`src/rtl/pump_zone_scheduler_if.sv`:
```
// Signal bundle between the irrigation control side and the pump zone scheduler.
// The controller drives the request/enable inputs. The scheduler returns the valve and pump drives.
interface pump_zone_scheduler_if #(
    parameter int N_ZONES = 4,
    parameter int ZONE_W  = 2,
    parameter int CNT_W   = 6
);
    logic               tick_1hz;
    logic               enable;
    logic [N_ZONES-1:0] zone_req;
    logic               pesticide_lock;
    logic [N_ZONES-1:0] grant;
    logic               pump_on;
    logic [ZONE_W-1:0]  active_zone;
    logic [CNT_W-1:0]   sec_left;
    logic               busy;
    logic               slot_done;
    logic               timeout;

    modport master (
        output tick_1hz, enable, zone_req, pesticide_lock,
        input  grant, pump_on, active_zone, sec_left, busy, slot_done, timeout
    );

    modport slave (
        input  tick_1hz, enable, zone_req, pesticide_lock,
        output grant, pump_on, active_zone, sec_left, busy, slot_done, timeout
    );
endinterface

```
`src/rtl/pump_zone_scheduler.sv`:
```
// Round-robin time-sharing of one irrigation pump across N_ZONES valve lines.
// Each zone gets a bounded run slot. A pipe-drain dead time follows each slot.
module pump_zone_scheduler #(
    parameter int N_ZONES      = 4,
    parameter int ZONE_W       = 2,
    parameter int SLOT_SECONDS = 10,
    parameter int DEAD_SECONDS = 2,
    parameter int CNT_W        = 6
) (
    input  logic                  clk_50mhz,
    input  logic                  reset,
    pump_zone_scheduler_if.slave  bus
);

    localparam logic [1:0] ST_IDLE   = 2'd0;
    localparam logic [1:0] ST_SELECT = 2'd1;
    localparam logic [1:0] ST_RUN    = 2'd2;
    localparam logic [1:0] ST_DEAD   = 2'd3;

    localparam logic [CNT_W-1:0] SLOT_LOAD = CNT_W'(SLOT_SECONDS);
    localparam logic [CNT_W-1:0] DEAD_LOAD = CNT_W'(DEAD_SECONDS);
    localparam logic [CNT_W-1:0] CNT_ONE   = {{(CNT_W-1){1'b0}}, 1'b1};
    localparam logic [ZONE_W-1:0] LAST_RST = ZONE_W'(N_ZONES - 1);

    logic [1:0]         state_r, state_nx_s;
    logic [ZONE_W-1:0]  last_zone_r, last_nx_s;
    logic [ZONE_W-1:0]  active_zone_r, zone_nx_s;
    logic [CNT_W-1:0]   sec_left_r, sec_nx_s;
    logic [N_ZONES-1:0] grant_r, grant_nx_s;
    logic               pump_on_r, pump_nx_s;
    logic               busy_r, busy_nx_s;
    logic               slot_done_r, slot_done_nx_s;
    logic               timeout_r, timeout_nx_s;

    logic               start_ok_s;
    logic               pick_found_s;
    logic [ZONE_W-1:0]  pick_zone_s;
    logic               expire_s;
    logic               run_exit_s;

    function automatic logic [N_ZONES-1:0] zone_onehot(input logic [ZONE_W-1:0] zone);
        logic [N_ZONES-1:0] vec;
        vec       = '0;
        vec[zone] = 1'b1;
        return vec;
    endfunction

    // Walk offsets from farthest to nearest so the nearest requester after last is the one kept.
    function automatic logic [ZONE_W:0] pick_next(input logic [N_ZONES-1:0] req,
                                                  input logic [ZONE_W-1:0]  last);
        logic              found;
        logic [ZONE_W-1:0] zone;
        int                idx;
        found = 1'b0;
        zone  = '0;
        for (int i = N_ZONES; i >= 1; i--) begin
            idx = (int'(last) + i) % N_ZONES;
            if (req[idx]) begin
                found = 1'b1;
                zone  = ZONE_W'(idx);
            end else begin
                found = found;
            end
        end
        return {found, zone};
    endfunction

    assign start_ok_s                  = bus.enable & (|bus.zone_req) & ~bus.pesticide_lock;
    assign {pick_found_s, pick_zone_s} = pick_next(bus.zone_req, last_zone_r);
    assign expire_s                    = bus.tick_1hz & (sec_left_r == CNT_ONE);
    assign run_exit_s                  = expire_s | ~bus.zone_req[active_zone_r] |
                                         ~bus.enable | bus.pesticide_lock;

    // Next-state and next-output computation for the scheduler phases.
    always_comb begin
        state_nx_s     = state_r;
        last_nx_s      = last_zone_r;
        zone_nx_s      = active_zone_r;
        sec_nx_s       = sec_left_r;
        grant_nx_s     = '0;
        pump_nx_s      = 1'b0;
        slot_done_nx_s = 1'b0;
        timeout_nx_s   = 1'b0;
        case (state_r)
            ST_IDLE: begin
                sec_nx_s = '0;
                if (start_ok_s) begin
                    state_nx_s = ST_SELECT;
                end else begin
                    state_nx_s = ST_IDLE;
                end
            end
            ST_SELECT: begin
                if (pick_found_s) begin
                    state_nx_s = ST_RUN;
                    zone_nx_s  = pick_zone_s;
                    last_nx_s  = pick_zone_s;
                    sec_nx_s   = SLOT_LOAD;
                    grant_nx_s = zone_onehot(pick_zone_s);
                    pump_nx_s  = 1'b1;
                end else begin
                    state_nx_s = ST_IDLE;
                    sec_nx_s   = '0;
                end
            end
            ST_RUN: begin
                // Any exit condition takes priority over the decrement.
                if (run_exit_s) begin
                    state_nx_s     = ST_DEAD;
                    sec_nx_s       = DEAD_LOAD;
                    slot_done_nx_s = 1'b1;
                    timeout_nx_s   = expire_s;
                end else begin
                    grant_nx_s = zone_onehot(active_zone_r);
                    pump_nx_s  = 1'b1;
                    if (bus.tick_1hz) begin
                        sec_nx_s = sec_left_r - CNT_ONE;
                    end else begin
                        sec_nx_s = sec_left_r;
                    end
                end
            end
            ST_DEAD: begin
                if (bus.tick_1hz) begin
                    if (sec_left_r == CNT_ONE) begin
                        sec_nx_s   = '0;
                        state_nx_s = start_ok_s ? ST_SELECT : ST_IDLE;
                    end else begin
                        sec_nx_s = sec_left_r - CNT_ONE;
                    end
                end else begin
                    sec_nx_s = sec_left_r;
                end
            end
            default: begin
                state_nx_s = ST_IDLE;
                sec_nx_s   = '0;
            end
        endcase
        busy_nx_s = (state_nx_s != ST_IDLE);
    end

    // State and output registers with synchronous reset.
    always_ff @(posedge clk_50mhz) begin
        if (reset) begin
            state_r       <= ST_IDLE;
            last_zone_r   <= LAST_RST;
            active_zone_r <= '0;
            sec_left_r    <= '0;
            grant_r       <= '0;
            pump_on_r     <= 1'b0;
            busy_r        <= 1'b0;
            slot_done_r   <= 1'b0;
            timeout_r     <= 1'b0;
        end else begin
            state_r       <= state_nx_s;
            last_zone_r   <= last_nx_s;
            active_zone_r <= zone_nx_s;
            sec_left_r    <= sec_nx_s;
            grant_r       <= grant_nx_s;
            pump_on_r     <= pump_nx_s;
            busy_r        <= busy_nx_s;
            slot_done_r   <= slot_done_nx_s;
            timeout_r     <= timeout_nx_s;
        end
    end

    assign bus.grant       = grant_r;
    assign bus.pump_on     = pump_on_r;
    assign bus.active_zone = active_zone_r;
    assign bus.sec_left    = sec_left_r;
    assign bus.busy        = busy_r;
    assign bus.slot_done   = slot_done_r;
    assign bus.timeout     = timeout_r;

endmodule

```
`src/flat_wrapper.sv`:
```
// flat-port wrapper written by rule: the top's interface ports become plain ports
module pump_zone_scheduler_flat 
#(
    parameter int N_ZONES      = 4,
    parameter int ZONE_W       = 2,
    parameter int SLOT_SECONDS = 10,
    parameter int DEAD_SECONDS = 2,
    parameter int CNT_W        = 6
)
  (clk_50mhz, reset, bus_tick_1hz, bus_enable, bus_zone_req, bus_pesticide_lock, bus_grant, bus_pump_on, bus_active_zone, bus_sec_left, bus_busy, bus_slot_done, bus_timeout);
  pump_zone_scheduler_if #(.N_ZONES(N_ZONES), .ZONE_W(ZONE_W), .CNT_W(CNT_W)) bus_i ();
  input  logic clk_50mhz;
  input  logic reset;
  input wire logic [$bits(bus_i.tick_1hz)-1:0] bus_tick_1hz;
  input wire logic [$bits(bus_i.enable)-1:0] bus_enable;
  input wire logic [$bits(bus_i.zone_req)-1:0] bus_zone_req;
  input wire logic [$bits(bus_i.pesticide_lock)-1:0] bus_pesticide_lock;
  output wire logic [$bits(bus_i.grant)-1:0] bus_grant;
  output wire logic [$bits(bus_i.pump_on)-1:0] bus_pump_on;
  output wire logic [$bits(bus_i.active_zone)-1:0] bus_active_zone;
  output wire logic [$bits(bus_i.sec_left)-1:0] bus_sec_left;
  output wire logic [$bits(bus_i.busy)-1:0] bus_busy;
  output wire logic [$bits(bus_i.slot_done)-1:0] bus_slot_done;
  output wire logic [$bits(bus_i.timeout)-1:0] bus_timeout;
  assign bus_i.tick_1hz = bus_tick_1hz;
  assign bus_i.enable = bus_enable;
  assign bus_i.zone_req = bus_zone_req;
  assign bus_i.pesticide_lock = bus_pesticide_lock;
  assign bus_grant = bus_i.grant;
  assign bus_pump_on = bus_i.pump_on;
  assign bus_active_zone = bus_i.active_zone;
  assign bus_sec_left = bus_i.sec_left;
  assign bus_busy = bus_i.busy;
  assign bus_slot_done = bus_i.slot_done;
  assign bus_timeout = bus_i.timeout;
  pump_zone_scheduler #(.N_ZONES(N_ZONES), .ZONE_W(ZONE_W), .SLOT_SECONDS(SLOT_SECONDS), .DEAD_SECONDS(DEAD_SECONDS), .CNT_W(CNT_W)) u_core (.clk_50mhz(clk_50mhz), .reset(reset), .bus(bus_i));
endmodule
```
`config.mk`:
```
export PLATFORM = sky130hd
export DESIGN_NAME = pump_zone_scheduler_flat
export DESIGN_NICKNAME = d
export VERILOG_FILES = /design/src/rtl/pump_zone_scheduler_if.sv /design/src/rtl/pump_zone_scheduler.sv /design/src/flat_wrapper.sv
export SDC_FILE = /design/constraint.sdc
export NUM_CORES = 1
export LEC_CHECK = 0
export CELL_PAD_IN_SITES_DETAIL_PLACEMENT = 0
export CELL_PAD_IN_SITES_GLOBAL_PLACEMENT = 1
export CORE_UTILIZATION = 32
export CTS_CLUSTER_DIAMETER = 50
export CTS_CLUSTER_SIZE = 16
export DETAILED_ROUTE_END_ITERATION = 6
export PLACE_DENSITY = 0.83
export SYNTH_ARGS = -nofsm -noshare
export SYNTH_HDL_FRONTEND = slang
export SYNTH_SLANG_ARGS = --single-unit
```
`constraint.sdc`:
```
create_clock -name clk_50mhz -period 1.7 [get_ports clk_50mhz]
set_clock_uncertainty 0.15 [all_clocks]
set_input_delay 0.34 -clock clk_50mhz [delete_from_list [all_inputs] [get_ports clk_50mhz]]
set_output_delay 0.34 -clock clk_50mhz [all_outputs]
set_load 0.02 [all_outputs]
```
==> results of run 1 <==
[how the worst min path moves through the flow]
stage	from	endpoint	slack [ps]	depth (start not counted)
finish	u_core.last_zone_r[0]	u_core.last_zone_r[0]	420	2
global route	u_core.last_zone_r[1]	u_core.last_zone_r[1]	440	2
CTS	u_core.last_zone_r[0]	u_core.last_zone_r[0]	410	2
detailed placement	u_core.last_zone_r[0]	u_core.last_zone_r[0]	390	2
global placement	u_core.last_zone_r[0]	u_core.last_zone_r[0]	390	2
floorplan	bus_tick_1hz	u_core.bus.sec_left[2]	340	2
[layout by cell type (no fill, tap or decap), types with 5 or more instances in the layout]
cell type	Yosys	final
ha_1	6	5
dfxtp_1	20	16
o21ai_1	3	5
dlygate4sd2_1	0	19
nor2_1	15	14
buf_4	0	28
nand2b_1	7	7
inv_1	6	6
nand2_1	14	13
a21oi_1	9	7
[per-stage QoR]
| step | total power, mW | setup slack, ps | hold WS, ps | cell area [um^2] |
|---|---|---|---|---|
| 2_1_floorplan | 0.548 | -89.8 | 340 | 1100 |
| 4_1_cts | 1.01 | -144 | 411 | 1700 |
| 3_5_place_dp | 0.619 | -538 | 390 | 1590 |
| 6_report | 1.00 | -165 | 422 | 1750 |
| 3_3_place_gp | 0.615 | -467 | 387 | 1590 |
| 5_1_grt | 1.05 | -214 | 440 | 1750 |
[tightest hold or removal path, cell delays in order (launching register included)]
cell and delay [ps]:
dfxtp_1 360, nor2_1 110, o21bai_1 60
[layer usage]
metal | up-vias | part of all wire [%] | track usage [%]
met5 | - | 0 | 0
met4 | 0 | 0.29 | 4.87
met3 | 2 | 3.5 | 3.84
met2 | 34 | 53 | 34.5
met1 | 560 | 43 | 22.1
li1 | 577 | - | -
[cells by family (layout without fill, tap and decap cells)]
| family | after synthesis | after routing | share of synthesized area (%) |
|---|---|---|---|
| flip-flops | 20 | 20 | 36.6 |
| XOR/XNOR | 1 | 1 | 0.800 |
| AND/OR/NAND/NOR | 60 | 60 | 28.3 |
| buffers and inverters | 7 | 64 | 2.51 |
| AO/OA/AOI/OAI | 32 | 32 | 21.9 |
| multiplexers | 2 | 2 | 2.97 |
| adder cells (fa/ha/maj) | 6 | 6 | 6.86 |
[cell type report]
type	count	area share, %
Clock buffer	3	1.29
Clock inverter	1	1.72
Inverter	6	1.29
Multi-Input combinational cell	101	43.4
Sequential cell	20	23.4
Tap cell	44	3.15
Timing Repair Buffer	54	25.7
[power by group through the flow]
stage | registers (mW) | clock network [mW] | logic [mW]
floorplan | 0.495 | 0 | 0.0526
global placement | 0.491 | 0 | 0.125
detailed placement | 0.491 | 0 | 0.128
CTS | 0.480 | 0.403 | 0.126
global route | 0.482 | 0.430 | 0.142
finish | 0.481 | 0.390 | 0.133
[state kept, by name (all words and copies together), names as in the netlist]
name and cells:
u_core.bus.timeout 1, u_core.bus.slot_done 1, u_core.bus.active_zone 2, u_core.bus.grant 4
u_core.last_zone_r 2, u_core.bus.pump_on 1, u_core.state_r 2, u_core.bus.sec_left 6
u_core.bus.busy 1
[timing repair]
item,CTS,global route
pin swaps,11,4
setup endpoints to repair,35,16
gates resized for setup,34,11
setup buffers,3,0
==> impl_metrics.toml, run 1 <==
[run_status]
run_status = "finished, violations left"
violations = "setup timing"

[cts]
cts_sinks = 20
hold_buffers = 0
cts_tree = "yes"
h-tree-depth = 1
cts_root_buf = "clkbuf_4"
cts_max_path_buffers = 2
cts_buffers = 3
path_clk_slew_ps = 120
worst_skew_pair.late_latency_ps = 300

[critical_path]
startpoint = "u_core.bus.sec_left[2]"
critPathCapture = "u_core.bus.sec_left[5]"
critPathKind = "reg2reg"
crit_fanout = 4
crit_path_top_delay_cell = "or4_4"
r2r-end = "u_core.bus.sec_left[5]"
worst-path-stages = 5
cp_data_arrival_time_ps = 1920
crit_buf_inv = 1
end_kind = "register"
ff2ff_path_depth = 5
cp.required_ps = 1750
max_stage_delay_ps = 580
regToRegSetupSlack_ps = -160
worstSetupStartpointType = "register"
r2r-start = "u_core.bus.sec_left[2]"
cp_top_family = "simple AND/OR/NAND/NOR gates"
path_cells = "or4_4 -> o211ai_4 -> buf_6 -> a21oi_4 -> a22o_1"

[sta]
drv_slew = 0
rsz0062_at_grt = "true"
fin_crit_ps = 1860
finalSetupTns_ps = -1090
tightest_slew_ps = 349
fin_crit_sh_pct = 110
finalSetupViolCount = 11
fin_ws_ps = -165
timing.slew.headroom_pct = 76.5
max_freq_mhz = 536
hold_viol_final = 0

[global_routing]
overflow = 0
grt_max_degree = 13
grt_antenna_before_repair = 0
grt_pass1_vias = 1140
grt_first_pass_wirelength_mm = 5.06
gr-usage-all-layers_pct = 18.8

[route]
drtIter0Drc = 38
viasPerCell = 5.12
post_drt_wl_per_cell_um = 13.6
postRouteAntennaNets = 0
drt_wl_total_mm = 3.11
drc = 0
num_vias = 1173
first_pass_iters = 4

[cells_and_area]
syn2layout_area_growth_pct = 59.4
antenna_cells = 0
final_cells = 229
layout.nets = 201
drive_gt1_share_pct = 33.5
post-route-util_pct = 55.4
multiInputGateArea_um2 = 758
nFillCells = 317
seqCellArea_um2 = 408

[floorplan]
start_util_pct = 34.7
ios = 25
core_area_um2 = 3150
core.rowCount = 20
fp.dieArea_um2 = 3660
die_h_um = 60.5
die-width_um = 60.5

[synth]
synth_edf_count = 0
synth_cell_types = 40
ys_top_cells_by_area = "dfxtp_1, ha_1, nor2_1, nand2_1, a21oi_1"
synthArstFlopShare_pct = 0
synth_seq_cells = 20
synth_flop_cell = "dfxtp_1"
synth_top_area_cell = "dfxtp_1"
ys_warn_count = 0
yosysMostFrequentCell = "dfxtp_1"
synth_nets = 143
synth.avg_cell_area_um2 = 8.55
synth_top_area_share_pct = 36.6
synth_cells = 128
ys_seq_area_share_pct = 36.6
netlist_top_cells_count = "dfxtp_1, nor2_1, nand2_1, a21oi_1"
synthesis.area_um2 = 1090

[pwr]
irDropWorstVdd_mv = 0.318
pwr-share-comb_pct = 13.2
p_leak_nw = 0.760
p_sw_uw = 224
power_density_nw_per_um2 = 575
seqPwrFrac_pct = 47.9
p_int_uw = 780
clkPwrFrac_pct = 38.9
netSwitchingFraction_pct = 22.3

[job]
drv_cap = 0

[place]
dp.cells = 222
port_buffers = 24
dpl.hpwl_mm = 2.37
gp_congestion = 0.888

[worst_hold_path]
min_path_type = "reg2reg"
Note: power is estimated with default switching activity, not from simulation.
==> run 2, diff against run 1 <==
- REMOVE_ABC_BUFFERS: not set -> 1
==> run 2 against run 1 <==
Compared with the run above: the flow still finishes with violations (setup timing); largest cell class unchanged; via count down 1.7%; hold slack lost 13 ps; sequential power about the same; critical path depth stayed put; highest routed layer unchanged; register-to-register slack better by 30 ps; routed wire length is 6.4% lower; design area shrank 1.5%.
==> impl_metrics.toml, run 2 (synthesis results as in run 1) <==
[place]
dpl.hpwl_mm = 2.29
place_ws_ps = -551
gp_congestion = 0.851
port_buffers = 24

[cts]
cts_sinks = 20
worst_skew_pair.late_latency_ps = 300
cts_buffers = 3
cts_tree = "yes"
h-tree-depth = 1
cts_root_buf = "clkbuf_4"
hold_buffers = 0
path_clk_slew_ps = 130
cts_max_path_buffers = 2

[critical_path]
r2r-start = "u_core.bus.sec_left[4]"
crit_fanout = 5
max_stage_delay_ps = 560
worstSetupStartpointType = "register"
critPathKind = "reg2reg"
path_cells = "or4_4 -> o211ai_4 -> buf_4 -> a21oi_4 -> a22o_1"
r2r-end = "u_core.bus.sec_left[5]"
ff2ff_path_depth = 5
end_kind = "register"
cp.required_ps = 1770
cp_data_arrival_time_ps = 1900
crit_path_top_delay_cell = "or4_4"
regToRegSetupSlack_ps = -140

[sta]
max_freq_mhz = 544
tightest_slew_ps = 339
fin_ws_ps = -137
drv_slew = 0
fin_crit_sh_pct = 108
finalSetupViolCount = 12
rsz0062_at_grt = "true"
hold_viol_final = 0
timing.slew.headroom_pct = 77.2
fin_crit_ps = 1840

[floorplan]
die_h_um = 60.5
die-width_um = 60.5
fp.dieArea_um2 = 3660
start_util_pct = 34.7
core_area_um2 = 3150
ios = 25
core.rowCount = 20

[route]
drtIter0Drc = 28
drt_wl_total_mm = 2.91
postRouteAntennaNets = 0
num_vias = 1153
post_drt_wl_per_cell_um = 12.7
first_pass_iters = 4
drc = 0
viasPerCell = 5.01

[worst_hold_path]
hold_path_depth = 2
worstHoldStart = "u_core.bus.active_zone[0]"
min_to = "u_core.bus.grant[3]"
min_path_type = "reg2reg"

[pwr]
power_density_nw_per_um2 = 588
p_leak_nw = 0.762
irDropWorstVdd_mv = 0.325

[cells_and_area]
syn2layout_area_growth_pct = 57.0
final_common_cell = "buf_4"
antenna_cells = 0
mostFrequentLayoutCells = "buf_4, dlygate4sd2_1, dfxtp_1"
largest_reg_flops = 6
post-route-util_pct = 54.5
layout.nets = 202
drive_gt1_share_pct = 33.3
nFillCells = 314

[global_routing]
grt_first_pass_wirelength_mm = 4.79
gr-usage-all-layers_pct = 17.3
grt_antenna_before_repair = 0
overflow = 0
grt_max_degree = 13
grt_pass1_vias = 1147

[run_status]
run_status = "finished, violations left"
violations = "setup timing"

[job]
drv_cap = 0
==> run 2: worst max-delay path: cells and delay by family, from the launching register on <==
family                 cells  cell delay (ps)
flip-flops                 1              350
AO/OA/AOI/OAI              3              510
AND/OR/NAND/NOR            1              560
buffers and inverters      1              170
==> run 2: stage by stage <==
stage	setup TNS, ps	instances	hold WS, ps	instance area (um^2)	power, mW
2_1_floorplan	-791	127	259	1090	0.546
3_3_place_gp	-7020	223	382	1600	0.619
3_5_place_dp	-8120	223	387	1600	0.623
4_1_cts	-640	229	415	1670	1.01
5_1_grt	-1810	230	436	1720	1.05
6_report	-1110	230	409	1720	1.01
==> run 2: layout make-up <==
| class | instances | area (um^2) | share of cell area, % |
|---|---|---|---|
| clock buffer | 3 | 22.5 | 1.31 |
| clock inverter | 1 | 30.0 | 1.75 |
| inverter | 6 | 22.5 | 1.31 |
| multi-input combinational | 101 | 738 | 42.9 |
| sequential | 20 | 405 | 23.6 |
| tap | 44 | 55.1 | 3.20 |
| timing repair buffer | 55 | 445 | 25.9 |
==> run 2: timing repair <==
item | CTS | global route
resized for setup | 33 | 16
pin swaps | 9 | 1
setup endpoints to repair | 33 | 17
buffers inserted | 2 | 1
==> run 2: report_power, final <==
group          total (mW)  internal [mW]  leakage [nW]  switching (mW)
combinational       0.134         0.0694         0.571          0.0646
clock               0.394          0.238        0.0279           0.156
sequential          0.484          0.476         0.164         0.00781
==> run 2: worst max-delay path by stage <==
stage | startpoint | end | slack, ps | cells past startpoint
6_report | u_core.bus.sec_left[4] | u_core.bus.sec_left[5] | -140 | 5
5_1_grt | u_core.bus.sec_left[4] | u_core.bus.sec_left[4] | -190 | 6
4_1_cts | u_core.bus.sec_left[4] | u_core.bus.sec_left[5] | -110 | 5
3_5_place_dp | bus_zone_req[3] | u_core.bus.active_zone[0] | -550 | 8
3_3_place_gp | bus_zone_req[3] | u_core.bus.sec_left[2] | -470 | 6
2_1_floorplan | u_core.bus.sec_left[2] | u_core.bus.sec_left[5] | -140 | 4
==> run 2: per-layer routing <==
layer	wire length, um	global-route usage (%)
met4	54	5.52
met3	107	3.20
met1	1330	21.3
met5	0	0
met2	1420	30.5
